$ cat src/rtl/quick_spi_slave.sv
// SPI mode-0 slave with all pins oversampled in the clk domain.
// Exchanges DATA_WIDTH-bit words MSB first through a one-word tx buffer and an rx holding register.
module quick_spi_slave #(
    parameter int DATA_WIDTH = 8
) (
    input  logic                  clk,
    input  logic                  reset,
    input  logic                  sclk,
    input  logic                  ss_n,
    input  logic                  mosi,
    output logic                  miso,
    output logic                  miso_oe,
    input  logic [DATA_WIDTH-1:0] tx_data,
    input  logic                  tx_load,
    output logic                  tx_ready,
    output logic [DATA_WIDTH-1:0] rx_data,
    output logic                  rx_valid,
    output logic                  tx_underrun,
    output logic                  busy
);

    localparam int CW = $clog2(DATA_WIDTH);
    localparam logic [CW-1:0] LAST_BIT = CW'(DATA_WIDTH - 1);

    typedef enum logic {
        IDLE   = 1'b0,
        ACTIVE = 1'b1
    } state_t;

    state_t state_q, state_d;

    logic sclk_s1, sclk_s2, sclk_s3;
    logic ss_s1, ss_s2, ss_s3;
    logic mosi_s1, mosi_s2;

    logic [CW-1:0]         bit_cnt_q;
    logic                  boundary_q;
    logic [DATA_WIDTH-1:0] rx_shift_q;
    logic [DATA_WIDTH-1:0] tx_shift_q;
    logic [DATA_WIDTH-1:0] tx_buf_q;
    logic                  buf_full_q;

    logic sclk_rise, sclk_fall, ss_fall, ss_rise;
    logic word_start, rise_act, fall_act, consume, word_done;
    logic [DATA_WIDTH-1:0] rx_next;

    // Synchronizers; the select chain idles high so no spurious frame start follows reset.
    always_ff @(posedge clk or posedge reset) begin
        if (reset) begin
            sclk_s1 <= 1'b0;
            sclk_s2 <= 1'b0;
            sclk_s3 <= 1'b0;
            ss_s1   <= 1'b1;
            ss_s2   <= 1'b1;
            ss_s3   <= 1'b1;
            mosi_s1 <= 1'b0;
            mosi_s2 <= 1'b0;
        end else begin
            sclk_s1 <= sclk;
            sclk_s2 <= sclk_s1;
            sclk_s3 <= sclk_s2;
            ss_s1   <= ss_n;
            ss_s2   <= ss_s1;
            ss_s3   <= ss_s2;
            mosi_s1 <= mosi;
            mosi_s2 <= mosi_s1;
        end
    end

    assign sclk_rise = sclk_s2 & ~sclk_s3;
    assign sclk_fall = ~sclk_s2 & sclk_s3;
    assign ss_fall   = ~ss_s2 & ss_s3;
    assign ss_rise   = ss_s2 & ~ss_s3;

    always_ff @(posedge clk or posedge reset) begin
        if (reset) begin
            state_q <= IDLE;
        end else begin
            state_q <= state_d;
        end
    end

    always_comb begin
        state_d = state_q;
        case (state_q)
            IDLE:    if (ss_fall) state_d = ACTIVE;
            ACTIVE:  if (ss_rise) state_d = IDLE;
            default: state_d = IDLE;
        endcase
    end

    // A deselect in the same cycle as an sclk edge suppresses that edge.
    assign word_start = (state_q == IDLE) && ss_fall;
    assign rise_act   = (state_q == ACTIVE) && !ss_rise && sclk_rise;
    assign fall_act   = (state_q == ACTIVE) && !ss_rise && sclk_fall;
    assign consume    = word_start || (fall_act && boundary_q);
    assign word_done  = rise_act && (bit_cnt_q == LAST_BIT);
    assign rx_next    = {rx_shift_q[DATA_WIDTH-2:0], mosi_s2};

    assign busy     = (state_q == ACTIVE);
    assign miso_oe  = busy;
    assign miso     = busy & tx_shift_q[DATA_WIDTH-1];
    assign tx_ready = ~buf_full_q;

    always_ff @(posedge clk or posedge reset) begin
        if (reset) begin
            bit_cnt_q   <= '0;
            boundary_q  <= 1'b0;
            rx_shift_q  <= '0;
            tx_shift_q  <= '0;
            tx_buf_q    <= '0;
            buf_full_q  <= 1'b0;
            rx_data     <= '0;
            rx_valid    <= 1'b0;
            tx_underrun <= 1'b0;
        end else begin
            rx_valid    <= 1'b0;
            tx_underrun <= 1'b0;

            if (word_start || ((state_q == ACTIVE) && ss_rise)) begin
                bit_cnt_q  <= '0;
                boundary_q <= 1'b0;
                rx_shift_q <= '0;
            end else if (rise_act) begin
                rx_shift_q <= rx_next;
                if (word_done) begin
                    rx_data    <= rx_next;
                    rx_valid   <= 1'b1;
                    bit_cnt_q  <= '0;
                    boundary_q <= 1'b1;
                end else begin
                    bit_cnt_q <= bit_cnt_q + 1'b1;
                end
            end else if (fall_act && boundary_q) begin
                boundary_q <= 1'b0;
            end

            // An empty buffer at a word start sends zeros and flags the underrun.
            if (consume) begin
                if (buf_full_q) begin
                    tx_shift_q <= tx_buf_q;
                    buf_full_q <= 1'b0;
                end else begin
                    tx_shift_q  <= '0;
                    tx_underrun <= 1'b1;
                end
            end else if (fall_act) begin
                tx_shift_q <= {tx_shift_q[DATA_WIDTH-2:0], 1'b0};
            end

            if (tx_load && !buf_full_q && !consume) begin
                tx_buf_q   <= tx_data;
                buf_full_q <= 1'b1;
            end
        end
    end

endmodule

$ cat config.mk
export PLATFORM = sky130hd
export DESIGN_NAME = quick_spi_slave
export DESIGN_NICKNAME = d
export VERILOG_FILES = /design/src/rtl/quick_spi_slave.sv
export SDC_FILE = /design/constraint.sdc
export NUM_CORES = 1
export LEC_CHECK = 0
export CORE_UTILIZATION = 50
export CTS_BUF_LIST = sky130_fd_sc_hd__clkbuf_4 sky130_fd_sc_hd__clkbuf_8
export DETAILED_ROUTE_END_ITERATION = 8
export PLACE_DENSITY_LB_ADDON = 0.12
export SYNTH_ARGS = -nofsm -noshare
export SYNTH_HDL_FRONTEND = slang
export SYNTH_SLANG_ARGS = --single-unit
$ cat constraint.sdc
create_clock -name clk -period 1.55 [get_ports clk]
set_clock_uncertainty 0.05 [all_clocks]
set_input_delay 0.465 -clock clk [delete_from_list [all_inputs] [get_ports clk]]
set_output_delay 0.465 -clock clk [all_outputs]
set_load 0.005 [all_outputs]
; Word level (Yosys, flattened, before mapping)
; Index checks and enable logic that the tools add are counted.
[word_totals]
ff_bits = 47
latchBits = 0
ram_bits = 0
mem_bits_ro = 0
memories = 0
[op_classes]
add_sub_neg = 1
multipliers = 0
n_div = 0
magnitude_cmp = 0
n_eq_ne = 2
shift = 0
muxes = 22
n_bitwise = 12
reduce_logical = 20
[op_table]
columns = cell, n
row1 = 8-bit two-way mux, 3
row2 = 7-bit two-way mux, 2
row3 = 1-bit two-way mux, 13
row4 = 1-bit logical AND, 9
row5 = 3-bit two-way mux, 3
row6 = 1-bit NOT, 7
row7 = 2-bit nonzero test, 3
row8 = 1-bit AND, 5
row9 = "3-bit by 1-bit adder with 3-bit output, second input constant", 1
row10 = "3-bit == test, second input constant", 1
row11 = 1-bit zero test, 3
row12 = "3-bit by 1-bit != test with 1-bit output, second input constant", 1
row13 = 3-bit AND reduction, 1
row14 = 3-bit nonzero test, 1
row15 = 1-bit logical OR, 2
row16 = 1-bit one-hot mux with 2 select lines, 1
row17 = 2-bit AND reduction, 1

; Logic depth before layout (Yosys ltp)
; Gate-level depths: netlist of run 1.
[logic_depth]
depth_word = 10
mapped_depth = 6

; Least setup slack after synthesis of run 1
; OpenSTA, ideal clock, no wires.
[synth_path]
path_type = register to register
start = register ss_s2
end = register tx_buf_q[0]
setup_ns = 0.125
t_arrival_ns = 1.509
required_time_ns = 1.375
setup_slack_ns = -0.134
stages_incl_launch_ff = 6
path_buffers = 1
synth_period_minus_slack_ns = 1.684
cell_sequence = dfstp_2 > nand2b_1 > a41oi_2 > and3_1 > buf_6 > mux2_4
[synth_via]
elab_chain_len = 8
word_cells_on_any_way = 11
cone_classes = bitwise (3) / reduce/logical (8)
[synth_lines]
columns = element, line_no
row1 = from (decl), 33  ; logic ss_s1, ss_s2, ss_s3;
row2 = from (signal assigned), 63  ; ss_s2 <= ss_s1;
row3 = 1-bit AND, 73  ; assign ss_rise = ss_s2 & ~ss_s3;
row4 = 1-bit zero test, 95  ; assign fall_act = (state_q == ACTIVE) && !ss_rise && sclk_fall;
row5 = 1-bit logical AND (2 in a row), 95
row6 = 1-bit logical AND, 96  ; assign consume = word_start || (fall_act && boundary_q);
row7 = 1-bit logical OR (*), 96
row8 = 1-bit zero test (*), 151  ; if (tx_load && !buf_full_q && !consume) begin
row9 = 1-bit logical AND (*), 151
row10 = to (signal assigned), 152  ; tx_buf_q <= tx_data;
row11 = to (decl), 40  ; logic [DATA_WIDTH-1:0] tx_buf_q;
; Mark *: on every way between the ends. The rest lies on a longest branch, timed or not.
; A chain may end at the register's enable or synchronous reset.

; Worst setup path in the final report of run 1
[layout_path]
start = register ss_s2
end = register tx_shift_q[1]
[layout_via]
elab_chain_len = 7
word_cells_on_any_way = 11
cone_classes = mux (1) / bitwise (3) / reduce/logical (7)
[layout_lines]
columns = element, line_no
row1 = 1-bit AND, 73
row2 = 1-bit zero test, 95
row3 = 1-bit logical AND (2 in a row), 95
row4 = 1-bit logical AND, 96
row5 = 1-bit logical OR, 96
row6 = 8-bit two-way mux or 2-bit nonzero test (tied branches), --
row7 = to (signal assigned), 141  ; tx_shift_q <= tx_buf_q;
row8 = to (signal assigned), 148  ; tx_shift_q <= {tx_shift_q[DATA_WIDTH-2:0], 1'b0};
row9 = to (decl), 39  ; logic [DATA_WIDTH-1:0] tx_shift_q;
; Several ways; a longest one is shown, not always the timed one.

==> results.ini, run 1 <==
[sta]
hold_viol=0
slew_viol_final=0
tns_ns=-3.891
slew_headroom_pct=76.33
finalCriticalPeriod_ns=1.733
fmax_mhz=577.1
final-setup-viol-count=37
worstMarginPinSlew_ns=0.3513
fin_ws_ns=-0.1827
period_share_pct=111.8
rsz0062_at_grt=yes

[logic_synthesis]
yosys_warnings=0
synth_edf_count=0
yosysSeqAreaShare_pct=59.61
yosys.area.top_type=dfrtp_1
avgSynthCellArea_um2=14.04
ys_types=32
syn-instance-count=141
synth.net_count=157
netlist_area_um2=1979
yosysMostFrequentCell=dfrtp_1
ys.flop_type=dfrtp_1
async_reset_ff_share_pct=100.0
synth_top_area_share_pct=55.63
ys_seq_elements=47
synthTopCellsByArea=dfrtp_1, mux2_4, mux2_2, mux2i_1, dfstp_2
netlist_top_cells_count=dfrtp_1, mux2_2, mux2i_1

[placement]
post-place-ws_ns=-0.2215
place_hpwl_um=2568
port-buffer-count=27
dpl_cell_area_um2=2421
place_congestion=0.7229
placed_cells=226

[routing]
drc=0
firstDrtPassIters=4
vias=1288
drtIter0Drc=37
detail-route-antenna-nets=0
via_per_inst=5.152
wl_per_cell_um=16.63
drt_wl_total_um=4157

[run_status]
outcome=finished, violations left
violations=setup timing

[die]
row_count=22
initial_core_util_pct=53.27
ioPinCount=28
die_w_um=64.92
die_y_um=64.92
die_area_um2=4215
core_area_um2=3716

[clock_tree]
hold_buffers=0
clk_pin_slew_ns=0.08
clockBufferDepth=2
cts.sinks=47
htreeDepth=2
tritoncts=yes
clk_latency_ns=0.30
cts-root-buf=clkbuf_8
cts_buffers=5

[setup_path]
crit_arrival_ns=1.86
startpoint_type=flip-flop
endpoint_kind=flip-flop
worstPathRequired_ns=1.68
timing_worst_setup_path_type=reg2reg
crit_fanout=7

[layout]
drive_above_1_share_pct=43.07
fillCellCount=257
num_antenna_cells=0
multiInputGateArea_um2=843.3
postLayoutCellArea_um2=2801
synthToLayoutAreaGrowth_pct=41.53
seq_area_um2=1181
finalNetCount=217
fin_cells=250

[grt]
grt_antenna_before_repair=0
grt_pass1_wl_um=6720
grt_pass1_vias=1347
grt_overflow_total=0
gr-usage-all-layers_pct=22.24
grt_start_max_net_pins=48

[power]
power_mw=3.244
vdd_ir_drop_max_mv=0.8057
p_per_area_nw_per_um2=1158
p_leak_nw=1.416

[min_path]
min_path_type=reg2reg

[run]
maxCapViolations=0

-- flip-flops by register name, summed over array words and instances, names as in the netlist, 3 cells and up --
| name | cells |
|---|---|
| rx_data | 8 |
| tx_buf_q | 8 |
| tx_shift_q | 8 |
| rx_shift_q | 7 |
| bit_cnt_q | 3 |
-- worst max-delay path, cell delays in order (launching register included) --
cell	delay [ns]
dfstp_2	0.63
buf_6	0.13
nor2_4	0.03
a21o_1	0.16
a22o_4	0.30
mux2_4	0.31
-- per-stage QoR --
| stage | util (%) | hold slack (ns) |
|---|---|---|
| final | 75.39 | 0.3027 |
| after global routing | 75.39 | 0.3133 |
| after CTS | 73.33 | 0.3132 |
| after detailed placement | 65.15 | 0.2972 |
| after global placement | 65.15 | 0.2837 |
| after floorplan | - | 0.2812 |
-- cells by family after synthesis --
family	share of synthesized area, %
DFF	59.61
muxes	18.65
and+or+nand+nor	8.661
AOI/OAI and AO/OA	7.586
buffers and inverters	4.235
adders and majority gates	1.264
-- where the power goes --
group	switching, mW	total, mW	internal (mW)
registers	0.104	1.52	1.41
logic	0.269	0.677	0.408
clock network	0.390	1.05	0.662
total	0.763	3.24	2.48
-- cells in the final DEF, fill, tap and decap left out, types with 6 or more instances in the layout --
| cell | instances |
|---|---|
| mux2_2 | 6 |
| buf_4 | 16 |
| mux2_4 | 14 |
| dfrtp_1 | 43 |
| a22o_1 | 8 |
| buf_6 | 14 |
| mux2i_1 | 11 |
| clkdlybuf4s50_1 | 13 |
| dlygate4sd2_1 | 10 |
| inv_1 | 7 |
-- per-layer routing --
| layer | global-route usage (%) | share of wire (%) | vias to the layer above |
|---|---|---|---|
| li1 | - | - | 608 |
| met1 | 29.38 | 45 | 652 |
| met2 | 35.94 | 51 | 24 |
| met3 | 4.754 | 2.6 | 4 |
| met4 | 8.333 | 0.89 | 0 |
| met5 | 0 | 0 | - |
-- final cells by class --
class	count	area share, %
flip-flops and latches	47	42.16
multi-input cells	80	30.10
repair buffers	58	19.29
clock buffers	6	2.724
clock inverters	2	2.144
well taps	48	2.144
inverters	9	1.429
-- repair_timing --
item,in CTS,in global routing
gates cloned,1,0
resized for setup,47,17
setup buffers,13,5
setup endpoints to repair,49,40
pin swaps,5,5
-- final timing paths --
check / start / end / slack (ns) / cells after the start
max: ss_s2$_DFF_PP1_ / tx_shift_q[1]$_DFFE_PP0P_ / -0.18 / 5
min: sclk_s1$_DFF_PP0_ / sclk_s2$_DFF_PP0_ / 0.30 / 0
max reg2reg: ss_s2$_DFF_PP1_ / tx_shift_q[1]$_DFFE_PP0P_ / -0.18 / 5
min reg2reg: sclk_s1$_DFF_PP0_ / sclk_s2$_DFF_PP0_ / 0.30 / 0
max in group asynchronous: reset / ss_s3$_DFF_PP1_ / 0.66 / 3
min in group asynchronous: reset / rx_data[0]$_DFFE_PP0P_ / 0.51 / 3
Power figures use the tool's default switching activity.
==> run 2: changes to the inputs <==
--- a/config.mk
+++ b/config.mk
@@ -5,10 +5,10 @@
 export SDC_FILE = /design/constraint.sdc
 export NUM_CORES = 1
 export LEC_CHECK = 0
-export CORE_UTILIZATION = 50
+export CORE_UTILIZATION = 56
 export CTS_BUF_LIST = sky130_fd_sc_hd__clkbuf_4 sky130_fd_sc_hd__clkbuf_8
 export DETAILED_ROUTE_END_ITERATION = 8
-export PLACE_DENSITY_LB_ADDON = 0.12
+export PLACE_DENSITY_LB_ADDON = 0.08
 export SYNTH_ARGS = -nofsm -noshare
 export SYNTH_HDL_FRONTEND = slang
 export SYNTH_SLANG_ARGS = --single-unit
==> constraint.sdc (replaced) <==
create_clock -name clk -period 1.8 [get_ports clk]
set_clock_uncertainty 0.05 [all_clocks]
set_input_delay 0.54 -clock clk [delete_from_list [all_inputs] [get_ports clk]]
set_output_delay 0.54 -clock clk [all_outputs]
set_load 0.005 [all_outputs]
==> run 2 against run 1 <==
  * The run now ends clean
  * Routed wire length down 27%
  * Total power is 26% lower
  * Cell area down 10%
  * Critical path type unchanged
==> results.ini, run 2 (same netlist as run 1, synthesis figures left out) <==
[grt]
grt_pass1_wl_um=4933
grt_start_max_net_pins=48
grt_pass1_vias=1120
grt_antenna_before_repair=0
grt_overflow_total=0
gr-usage-all-layers_pct=19.34

[setup_path]
timing_worst_setup_path_type=reg2reg
crit_fanout=8
endpoint_kind=flip-flop
setup.worst_path.start=ss_s2$_DFF_PP1_
startpoint_type=flip-flop
critPathSlowestCell=dfstp_2
crit_arrival_ns=2.00
ff2ff_setup_slack_ns=0.01
critPathMaxStageDelay_ns=0.62
cp_top_family=flip-flops
timing.critical_path.buf_inv=1
path_cells=nand2b_1 -> a41oi_4 -> and3_4 -> buf_12 -> mux2_4
r2r-start=ss_s2$_DFF_PP1_
worstPathRequired_ns=2.01

[layout]
fillCellCount=234
utilization_pct=74.63
finalNetCount=201
synthToLayoutAreaGrowth_pct=26.80
final_cell_mix=dfrtp_1, clkdlybuf4s50_1
drive_above_1_share_pct=32.26
final_common_cell=dfrtp_1
reg.largest.list=rx_data (8), tx_buf_q (8), tx_shift_q (8)
fin_cells=232
num_antenna_cells=0
postLayoutCellArea_um2=2510

[die]
initial_core_util_pct=58.85
die_y_um=61.45
die_w_um=61.45
die_area_um2=3776
ioPinCount=28
row_count=21
core_area_um2=3363

[routing]
wl_per_cell_um=13.14
firstDrtPassIters=4
via_per_inst=5.026
vias=1166
drt_wl_total_um=3049
drtIter0Drc=43
detail-route-antenna-nets=0
drc=0

[clock_tree]
clockBufferDepth=2
cts-root-buf=clkbuf_4
cts_buffers=5
tritoncts=yes
clk_latency_ns=0.37
cts.sinks=47
htreeDepth=2
clk_pin_slew_ns=0.14

[sta]
tns_ns=0
worstMarginPinSlew_ns=0.3857
fin_ws_ns=0.01143
period_share_pct=99.36
finalCriticalPeriod_ns=1.789
fmax_mhz=559.1
slew_viol_final=0
final-setup-viol-count=0
hold_viol=0
rsz0062_at_grt=yes
slew_headroom_pct=74.28

[placement]
dpl_cell_area_um2=2372
port-buffer-count=27
placed_cells=220
place_congestion=0.7924
place_hpwl_um=2170
post-place-ws_ns=-0.04681

[run_status]
outcome=finished clean

[power]
vdd_ir_drop_max_mv=0.6155
p_leak_nw=1.287
p_per_area_nw_per_um2=950.9

[run]
maxCapViolations=0

[min_path]
worstHoldStart=mosi_s1$_DFF_PP0_
min_path_type=reg2reg

[run 2: changes by cell type in the layout (fill, tap and decap cells not counted), sizes merged]
cell,previous run,this run
bufinv,2,1
dlygate4sd2,10,11
clkdlybuf4s15,1,2
clkinv,0,3
nand2,8,7
buf,31,16
clkinvlp,1,0
clkbuf,9,6
[run 2: what timing repair did]
action	CTS	global route
hold buffers	0	0
pin swaps	2	0
buffers inserted	2	2
endpoints found under the hold margin	0	0
gates resized for setup	17	9
endpoints found under the setup margin	14	32
[run 2: through the flow]
step	hold WS [ns]	power, mW
6_report	0.3149	2.387
5_1_grt	0.3255	2.526
4_1_cts	0.3155	2.407
3_5_place_dp	0.2879	1.782
3_3_place_gp	0.2834	1.757
2_1_floorplan	0.2812	1.632
[run 2: layer usage]
metal | track usage (%) | share of wire (%) | up-vias
li1 | - | - | 571
met1 | 21.27 | 44 | 566
met2 | 33.23 | 50 | 24
met3 | 6.303 | 3.1 | 5
met4 | 10.48 | 2.3 | 0
met5 | 0 | 0 | -
[run 2: report_power, final]
group	internal (mW)	switching, mW	leakage, nW
combinational	0.290	0.187	0.642
clock	0.292	0.320	0.0452
sequential	1.21	0.0834	0.600
[run 2: worst paths after layout]
path                                            to  cells past startpoint
min in group asynchronous   rx_data[0]$_DFFE_PP0P_                      3
max in group asynchronous          ss_s2$_DFF_PP1_                      3
max                        tx_buf_q[2]$_DFFE_PP0P_                      5
max reg2reg                tx_buf_q[2]$_DFFE_PP0P_                      5
min reg2reg                      mosi_s2$_DFF_PP0_                      0
min                              mosi_s2$_DFF_PP0_                      0
[run 2: final cells by class]
type                    instances  area [um^2]  area share (%)
clock buffers                   5        37.54           1.496
clock inverters                 3        43.79           1.745
inverters                       9        33.78           1.346
multi-input cells              79        739.5           29.46
flip-flops and latches         47         1181           47.06
well taps                      46        57.56           2.293
repair buffers                 43        416.7           16.60
[run 2: worst reg2reg max path: cells and delay by family (launching register included)]
kind                   cells  cell delay [ns]
flip-flops                 1             0.62
AND/OR/NAND/NOR            2             0.35
multiplexers               1             0.30
AO/OA/AOI/OAI              1             0.24
buffers and inverters      1             0.13
